`src/rtl/mem_pp_writer.sv`:
```
// Ping-pong write sequencer: steers a valid/ready word stream into two WORDS-deep
// banks, flags each bank full once its closing write has committed, stalls until released.
module mem_pp_writer #(
    parameter int DATA_W  = 16,
    parameter int WORDS   = 4,
    parameter int ADDR1_W = 2,
    parameter int CNT_W   = 3
) (
    input  logic               clk,
    input  logic               rst,
    input  logic               in_valid,
    input  logic [DATA_W-1:0]  in_data,
    input  logic               in_last,
    output logic               in_ready,
    output logic               wr_en,
    output logic               wr_addr0,
    output logic [ADDR1_W-1:0] wr_addr1,
    output logic [DATA_W-1:0]  wr_data,
    output logic [1:0]         bank_full,
    output logic [1:0]         bank_last,
    output logic [CNT_W-1:0]   bank_words0,
    output logic [CNT_W-1:0]   bank_words1,
    input  logic [1:0]         bank_release
);

    logic               cur_bank_q, cur_bank_d;
    logic [ADDR1_W-1:0] word_ptr_q, word_ptr_d;
    logic [1:0]         bank_busy_q, bank_busy_d;
    logic               wr_en_q, wr_en_d;
    logic               wr_addr0_q, wr_addr0_d;
    logic [ADDR1_W-1:0] wr_addr1_q, wr_addr1_d;
    logic [DATA_W-1:0]  wr_data_q, wr_data_d;
    logic [1:0]         bank_full_q, bank_full_d;
    logic [1:0]         bank_last_q, bank_last_d;
    logic [CNT_W-1:0]   bank_words0_q, bank_words0_d;
    logic [CNT_W-1:0]   bank_words1_q, bank_words1_d;
    // Closing bank bookkeeping, held for the one cycle between the last write and its commit.
    logic               pend_valid_q, pend_valid_d;
    logic               pend_bank_q, pend_bank_d;
    logic [CNT_W-1:0]   pend_cnt_q, pend_cnt_d;
    logic               pend_last_q, pend_last_d;

    logic accept;
    logic closing;

    assign in_ready = !rst && !bank_busy_q[cur_bank_q];
    assign accept   = in_valid && in_ready;
    assign closing  = accept && ((word_ptr_q == ADDR1_W'(WORDS - 1)) || in_last);

    always_comb begin
        cur_bank_d    = cur_bank_q;
        word_ptr_d    = word_ptr_q;
        bank_busy_d   = bank_busy_q;
        wr_en_d       = accept;
        wr_addr0_d    = wr_addr0_q;
        wr_addr1_d    = wr_addr1_q;
        wr_data_d     = wr_data_q;
        bank_full_d   = bank_full_q;
        bank_last_d   = bank_last_q;
        bank_words0_d = bank_words0_q;
        bank_words1_d = bank_words1_q;
        pend_valid_d  = closing;
        pend_bank_d   = pend_bank_q;
        pend_cnt_d    = pend_cnt_q;
        pend_last_d   = pend_last_q;

        if (accept) begin
            wr_addr0_d = cur_bank_q;
            wr_addr1_d = word_ptr_q;
            wr_data_d  = in_data;
        end

        if (closing) begin
            bank_busy_d[cur_bank_q] = 1'b1;
            cur_bank_d  = ~cur_bank_q;
            word_ptr_d  = '0;
            pend_bank_d = cur_bank_q;
            pend_cnt_d  = CNT_W'(word_ptr_q) + CNT_W'(1);
            pend_last_d = in_last;
        end else if (accept) begin
            word_ptr_d = word_ptr_q + ADDR1_W'(1);
        end

        if (pend_valid_q) begin
            bank_full_d[pend_bank_q] = 1'b1;
            bank_last_d[pend_bank_q] = pend_last_q;
            if (pend_bank_q) bank_words1_d = pend_cnt_q;
            else             bank_words0_d = pend_cnt_q;
        end

        // A release only counts once the bank is visibly full; the closing window ignores it.
        for (int b = 0; b < 2; b++) begin
            if (bank_release[b] && bank_full_q[b]) begin
                bank_full_d[b] = 1'b0;
                bank_busy_d[b] = 1'b0;
                bank_last_d[b] = 1'b0;
            end
        end
    end

    always_ff @(posedge clk) begin
        if (rst) begin
            cur_bank_q    <= 1'b0;
            word_ptr_q    <= '0;
            bank_busy_q   <= '0;
            wr_en_q       <= 1'b0;
            wr_addr0_q    <= 1'b0;
            wr_addr1_q    <= '0;
            wr_data_q     <= '0;
            bank_full_q   <= '0;
            bank_last_q   <= '0;
            bank_words0_q <= '0;
            bank_words1_q <= '0;
            pend_valid_q  <= 1'b0;
            pend_bank_q   <= 1'b0;
            pend_cnt_q    <= '0;
            pend_last_q   <= 1'b0;
        end else begin
            cur_bank_q    <= cur_bank_d;
            word_ptr_q    <= word_ptr_d;
            bank_busy_q   <= bank_busy_d;
            wr_en_q       <= wr_en_d;
            wr_addr0_q    <= wr_addr0_d;
            wr_addr1_q    <= wr_addr1_d;
            wr_data_q     <= wr_data_d;
            bank_full_q   <= bank_full_d;
            bank_last_q   <= bank_last_d;
            bank_words0_q <= bank_words0_d;
            bank_words1_q <= bank_words1_d;
            pend_valid_q  <= pend_valid_d;
            pend_bank_q   <= pend_bank_d;
            pend_cnt_q    <= pend_cnt_d;
            pend_last_q   <= pend_last_d;
        end
    end

    assign wr_en       = wr_en_q;
    assign wr_addr0    = wr_addr0_q;
    assign wr_addr1    = wr_addr1_q;
    assign wr_data     = wr_data_q;
    assign bank_full   = bank_full_q;
    assign bank_last   = bank_last_q;
    assign bank_words0 = bank_words0_q;
    assign bank_words1 = bank_words1_q;

endmodule

```
`config.mk`:
```
export PLATFORM = sky130hd
export DESIGN_NAME = mem_pp_writer
export DESIGN_NICKNAME = d
export VERILOG_FILES = /design/src/rtl/mem_pp_writer.sv
export SDC_FILE = /design/constraint.sdc
export NUM_CORES = 1
export LEC_CHECK = 0
export CAP_MARGIN = 20
export CORE_MARGIN = 2
export CORE_UTILIZATION = 41
export DETAILED_ROUTE_END_ITERATION = 16
export PLACE_DENSITY = 0.81
export SLEW_MARGIN = 20
export SYNTH_ARGS = -nofsm -noshare
export SYNTH_HDL_FRONTEND = slang
export SYNTH_SLANG_ARGS = --single-unit
```
`constraint.sdc`:
```
create_clock -name clk -period 2.9 [get_ports clk]
set_clock_uncertainty 0.1 [all_clocks]
set_input_delay 0.58 -clock clk [delete_from_list [all_inputs] [get_ports clk]]
set_output_delay 0.58 -clock clk [all_outputs]
set_load 0.05 [all_outputs]
```
==> metrics.csv, run 1 <==
stage;metric;value;unit
grt;total track usage;17.7;%
floorplanning;die area;4500;sq um
setup_path;CP endpoint kind;output port;
logic_synthesis;Cells after Synth;178;
routing;antenna-violating nets left;0;
grt;total gr overflow;0;
floorplanning;Row Count;22;
layout;layout cells sized above 1;11.4;%
layout;filler cell count in the final layout;337;
status;outcome;complete, no violations;
setup_path;crit path kind;register to output port;
pwr;leakage power;0.828;nW
pwr;Worst VDD drop;244;uV
job;max capacitance violation total;0;
floorplanning;Die Width;67.1;um
layout;utilization after layout;60.0;%
logic_synthesis;synth top area cells;dfxtp_1 50%, a21oi_1 8.0%, nand3_1 6.7%;
routing;drt wl/cell;13.3;um
routing;via/cell ratio;5.21;
pwr;pwr/cell area;524;nW/um^2
grt;grt met1 use;21.2;%
clock_tree;CTS tree;done;
clock_tree;# hold bufs at CTS;0;
sta;Hold Slack;361;ps
logic_synthesis;multiplexer share of the synthesized area;5.52;%
logic_synthesis;number of synthesized register bits;41;
clock_tree;Num CTS Buffers;5;
logic_synthesis;Synth top area share;50.3;%
clock_tree;CTS Buffer Depth;2;
sta;final worst slack;593;ps
logic_synthesis;Synth Area in Compound Gates;21.8;%
grt;met2 usage;29.5;%
floorplanning;starting density of the core;43.6;%
placement;routability cong.;0.750;
sta;measured slew at the worst slew-check pin;754;ps
clock_tree;clock root cell;clkbuf_8;
setup_path;CP required;2220;ps
routing;DRC;0;
clock_tree;CTS HTree Levels;2;
placement;pre-CTS setup slack;445;ps
logic_synthesis;Synth Area in XOR/XNOR;0;%
setup_path;Critical Path Fanout Max;25;
grt;number of global-route vias before repair;1324;
logic_synthesis;Post-synth top flop;dfxtp_1;
sta;post-layout min period;2310;ps
logic_synthesis;Post-synth EDFFs;0;
floorplanning;Die Y;67.1;um
logic_synthesis;largest area contributor in the netlist;dfxtp_1;
grt;initial antenna violation count;0;
logic_synthesis;Synth cell types;31;
layout;fin cells;277;
logic_synthesis;Synth Area in Adders;0.766;%
sta;final setup violating endpoints;0;
logic_synthesis;synthesized area per cell;9.17;sq um
floorplanning;io pins;53;
routing;vias post-DR;1442;
grt;grt met3 use;5.57;%
sta;max-slew violation count;0;
sta;final hold violation count;0;
placement;hpwl dp;2610;um
logic_synthesis;post-synthesis sequential area ratio;50.3;%
clock_tree;Setup Buffers After CTS;0;
layout;Nets;251;
logic_synthesis;largest family of logic cells by synthesized area;compound AO/OA/AOI/OAI gates;
grt;largest net degree at the start of global routing;37;
logic_synthesis;Syn. warnings;0;
clock_tree;clock sinks;41;
clock_tree;CTS clock-pin slew for the worst setup and hold paths;70;ps
routing;drt first pass iters;4;
routing;first-iteration detailed-routing DRC count;57;
layout;n_diodes;0;
sta;final period utilization;79.5;%
sta;Total Neg Setup Slack;0;ps
clock_tree;Resized cells post-CTS;0;
logic_synthesis;Mapped Nets;201;
layout;commonest cells after routing, fill and taps aside;51 x clkdlybuf4s50_1, 41 x dfxtp_1, 26 x a21oi_1;
layout;Synth-to-Final Area Change;37.6;%
routing;WL final;3700;um
sta;fmax;434;MHz
placement;I/O Buffers;52;
sta;Slew Limit Headroom;49.6;%
placement;Placed Instances;269;
logic_synthesis;Synth Cell Area;1630;sq um
logic_synthesis;ys async rst share;0;%
floorplanning;Core Region;3740;sq um
grt;global route hottest layer;met2;
logic_synthesis;Post-Synth Simple-Gate Area;15.7;%
layout;commonest non-fill, non-tap cell in the layout;clkdlybuf4s50_1;
clock_tree;clock latency on the worst-skew pair;290;ps
setup_path;CP Launch Type;register;
hold_path;min-delay worst type;register to register;
sta;RSZ-0062 raised after global routing;false;
grt;first-pass GRT wire length;5980;um
setup_path;Worst Path Arrival;1630;ps
worst max-delay path, cell delays in order (launching register included):
cell and delay, ps:
dfxtp_1 470, mux2_4 470, nor2_1 230, buf_12 170
cells in the mapped netlist (all sizes together), types with 2 or more instances:
| cell type | number |
|---|---|
| a21oi | 26 |
| a31o | 3 |
| buf | 11 |
| clkbuf | 2 |
| dfxtp | 41 |
| inv | 3 |
| mux2 | 2 |
| mux2i | 6 |
| nand2 | 11 |
| nand2b | 3 |
| nand3 | 22 |
| nor2 | 11 |
| nor3 | 4 |
| nor4 | 2 |
| o21a | 2 |
| o21ai | 21 |
worst paths after layout:
| check | startpoint | cells past startpoint | slack, ps | to |
|---|---|---|---|---|
| min | wr_data[6] | 2 | 360 | wr_data[6] |
| max | cur_bank_q | 3 | 590 | in_ready |
| min reg2reg | wr_data[6] | 2 | 360 | wr_data[6] |
| max reg2reg | cur_bank_q | 3 | 1010 | wr_addr1[1] |
power breakdown:
| part | switching, mW | leakage (nW) | total [mW] | internal [mW] |
|---|---|---|---|---|
| Combinational | 0.132 | 0.453 | 0.219 | 0.0875 |
| Clock | 0.180 | 0.0395 | 0.351 | 0.171 |
| Sequential | 0.0191 | 0.335 | 0.607 | 0.588 |
| Total | 0.330 | 0.828 | 1.18 | 0.846 |
sequential cells by signal, summed over array words and instances (netlist names):
name and flops:
bank_words1 3, wr_data 16, bank_words0 3, wr_addr0 1
bank_last 2, bank_full 2, word_ptr_q 2, pend_valid_q 1
wr_en 1, cur_bank_q 1, pend_bank_q 1, pend_cnt_q 3
wr_addr1 2, pend_last_q 1, bank_busy_q 2
routing by layer:
metal	wire (um)	vias up
met5	0	-
met4	59	0
met3	206	5
met2	1770	39
met1	1660	669
li1	-	729
layout make-up:
| type | instances | area, sq um | area share (%) |
|---|---|---|---|
| Inverter | 3 | 11.3 | 0.501 |
| Sequential cell | 41 | 821 | 36.5 |
| Clock buffer | 8 | 80.1 | 3.56 |
| Timing Repair Buffer | 56 | 561 | 24.9 |
| Multi-Input combinational cell | 121 | 714 | 31.8 |
| Tap cell | 48 | 60.1 | 2.67 |
kinds of logic after synthesis:
group           after synthesis
fa+ha+maj                     1
mux                           8
buf+inv                      16
compound gates               57
simple gates                 55
flops                        41
per-stage QoR:
stage               area [sq um]  total power, mW
floorplan                   1630            0.759
global placement            2170            0.837
detailed placement          2170            0.840
CTS                         2250             1.19
global route                2250             1.24
finish                      2250             1.18
(Power assumes the default switching activity.)
==> run 2: changes to the inputs <==
==> constraint.sdc (replaced) <==
create_clock -name clk -period 2.2 [get_ports clk]
set_clock_uncertainty 0.1 [all_clocks]
set_input_delay 0.44 -clock clk [delete_from_list [all_inputs] [get_ports clk]]
set_output_delay 0.44 -clock clk [all_outputs]
set_load 0.05 [all_outputs]
==> metrics.csv, run 2 (same netlist as run 1, synthesis figures left out) <==
stage;metric;value;unit;change
status;outcome;complete, no violations;;
routing;first-iteration detailed-routing DRC count;130;;+130%
layout;Final Cell Area;2320;sq um;+3.3%
setup_path;CP required;1660;ps;-560 ps
setup_path;CP endpoint kind;output port;;
sta;measured slew at the worst slew-check pin;506;ps;-249 ps
placement;routability cong.;0.767;;+2.3%
setup_path;crit path kind;register to output port;;
clock_tree;CTS HTree Levels;2;;unchanged
layout;Largest register FFs;16;;unchanged
floorplanning;starting density of the core;43.6;%;unchanged
routing;DRC;0;;unchanged
routing;via/cell ratio;5.25;;+0.92%
sta;final setup violating endpoints;0;;unchanged
job;max capacitance violation total;0;;unchanged
setup_path;Critical Path Fanout Max;6;;-76%
sta;max-slew violation count;0;;unchanged
pwr;pwr/cell area;741;nW/um^2;+42%
placement;I/O Buffers;52;;unchanged
pwr;leakage power;0.865;nW;+4.5%
sta;final period utilization;92.1;%;
clock_tree;CTS clock-pin slew for the worst setup and hold paths;80;ps;about the same
placement;pre-CTS setup slack;324;ps;-121 ps
routing;antenna-violating nets left;0;;unchanged
clock_tree;Num CTS Buffers;5;;unchanged
clock_tree;Resized cells post-CTS;0;;unchanged
clock_tree;clock sinks;41;;unchanged
placement;hpwl dp;2640;um;+1.3%
clock_tree;Setup Buffers After CTS;0;;unchanged
floorplanning;Die Width;67.1;um;unchanged
clock_tree;CTS Buffer Depth;2;;unchanged
routing;drt first pass iters;4;;unchanged
clock_tree;clock root cell;clkbuf_8;;
layout;layout cells sized above 1;13.8;%;+2.4 points
grt;total track usage;18.1;%;+0.36 points
floorplanning;Die Y;67.1;um;unchanged
floorplanning;io pins;53;;unchanged
sta;post-layout min period;2030;ps;
floorplanning;die area;4500;sq um;unchanged
pwr;Worst VDD drop;501;uV;+110%
routing;WL final;3750;um;+1.5%
placement;Area after DPL;2200;sq um;+1.6%
setup_path;Worst Path Arrival;1490;ps;-140 ps
sta;RSZ-0062 raised after global routing;false;;
clock_tree;clock latency on the worst-skew pair;290;ps;about the same
sta;fmax;493;MHz;
layout;n_diodes;0;;unchanged
layout;utilization after layout;62.0;%;+2.0 points
routing;drt wl/cell;13.4;um;+0.40%
sta;Total Neg Setup Slack;0;ps;unchanged
sta;final hold violation count;0;;unchanged
grt;total gr overflow;0;;unchanged
grt;initial antenna violation count;0;;unchanged
pwr;PnR Total Power;1.72;mW;+46%
layout;fin cells;280;;+1.1%
routing;vias post-DR;1471;;+2.0%
clock_tree;# hold bufs at CTS;0;;unchanged
layout;Nets;254;;+1.2%
grt;largest net degree at the start of global routing;37;;unchanged
sta;final worst slack;173;ps;-420 ps
sta;Hold Slack;357;ps;-3.59 ps
layout;Synth-to-Final Area Change;42.2;%;
sta;Slew Limit Headroom;66.2;%;+17 points
setup_path;CP Launch Type;register;;
grt;first-pass GRT wire length;6100;um;+2.0%
layout;commonest non-fill, non-tap cell in the layout;clkdlybuf4s50_1;;
layout;commonest cells after routing, fill and taps aside;51 x clkdlybuf4s50_1, 41 x dfxtp_1, 26 x a21oi_1;;
clock_tree;CTS tree;done;;
grt;number of global-route vias before repair;1377;;+4.0%
hold_path;min-delay worst type;register to register;;
floorplanning;Core Region;3740;sq um;unchanged
placement;Placed Instances;272;;+1.1%
floorplanning;Row Count;22;;unchanged
## run 2: worst max-delay path: stages, from the launching register on
cell     delay (ps)
dfxtp_1         480
mux2_4          330
nor2_1          210
buf_12          180
## run 2: cell type report
type | count | area, sq um
clock inverters | 2 | 37.5
well taps | 48 | 60.1
inverters | 3 | 11.3
repair buffers | 59 | 596
fillers | 345 | 1420
multi-input cells | 121 | 714
clock buffers | 6 | 82.6
flip-flops and latches | 41 | 821
## run 2: worst paths after layout
kind	start	to	slack [ps]	cells past startpoint
worst min-delay path	bank_words1[1]	bank_words1[1]	360	2
worst max-delay path	cur_bank_q	in_ready	170	3
worst max register to register	cur_bank_q	pend_last_q	500	4
worst min register to register	bank_words1[1]	bank_words1[1]	360	2
## run 2: metal layers
metal	vias up	global-route usage [%]	wire, um
li1	734	-	-
met1	689	21.3	1640
met2	44	29.7	1840
met3	4	6.25	220
met4	0	7.65	50
met5	-	0	0
## run 2: power breakdown
part	leakage [nW]	switching (mW)	internal (mW)	total (mW)
registers	0.335	0.0248	0.774	0.799
clock network	0.0574	0.257	0.369	0.626
logic	0.472	0.175	0.121	0.297
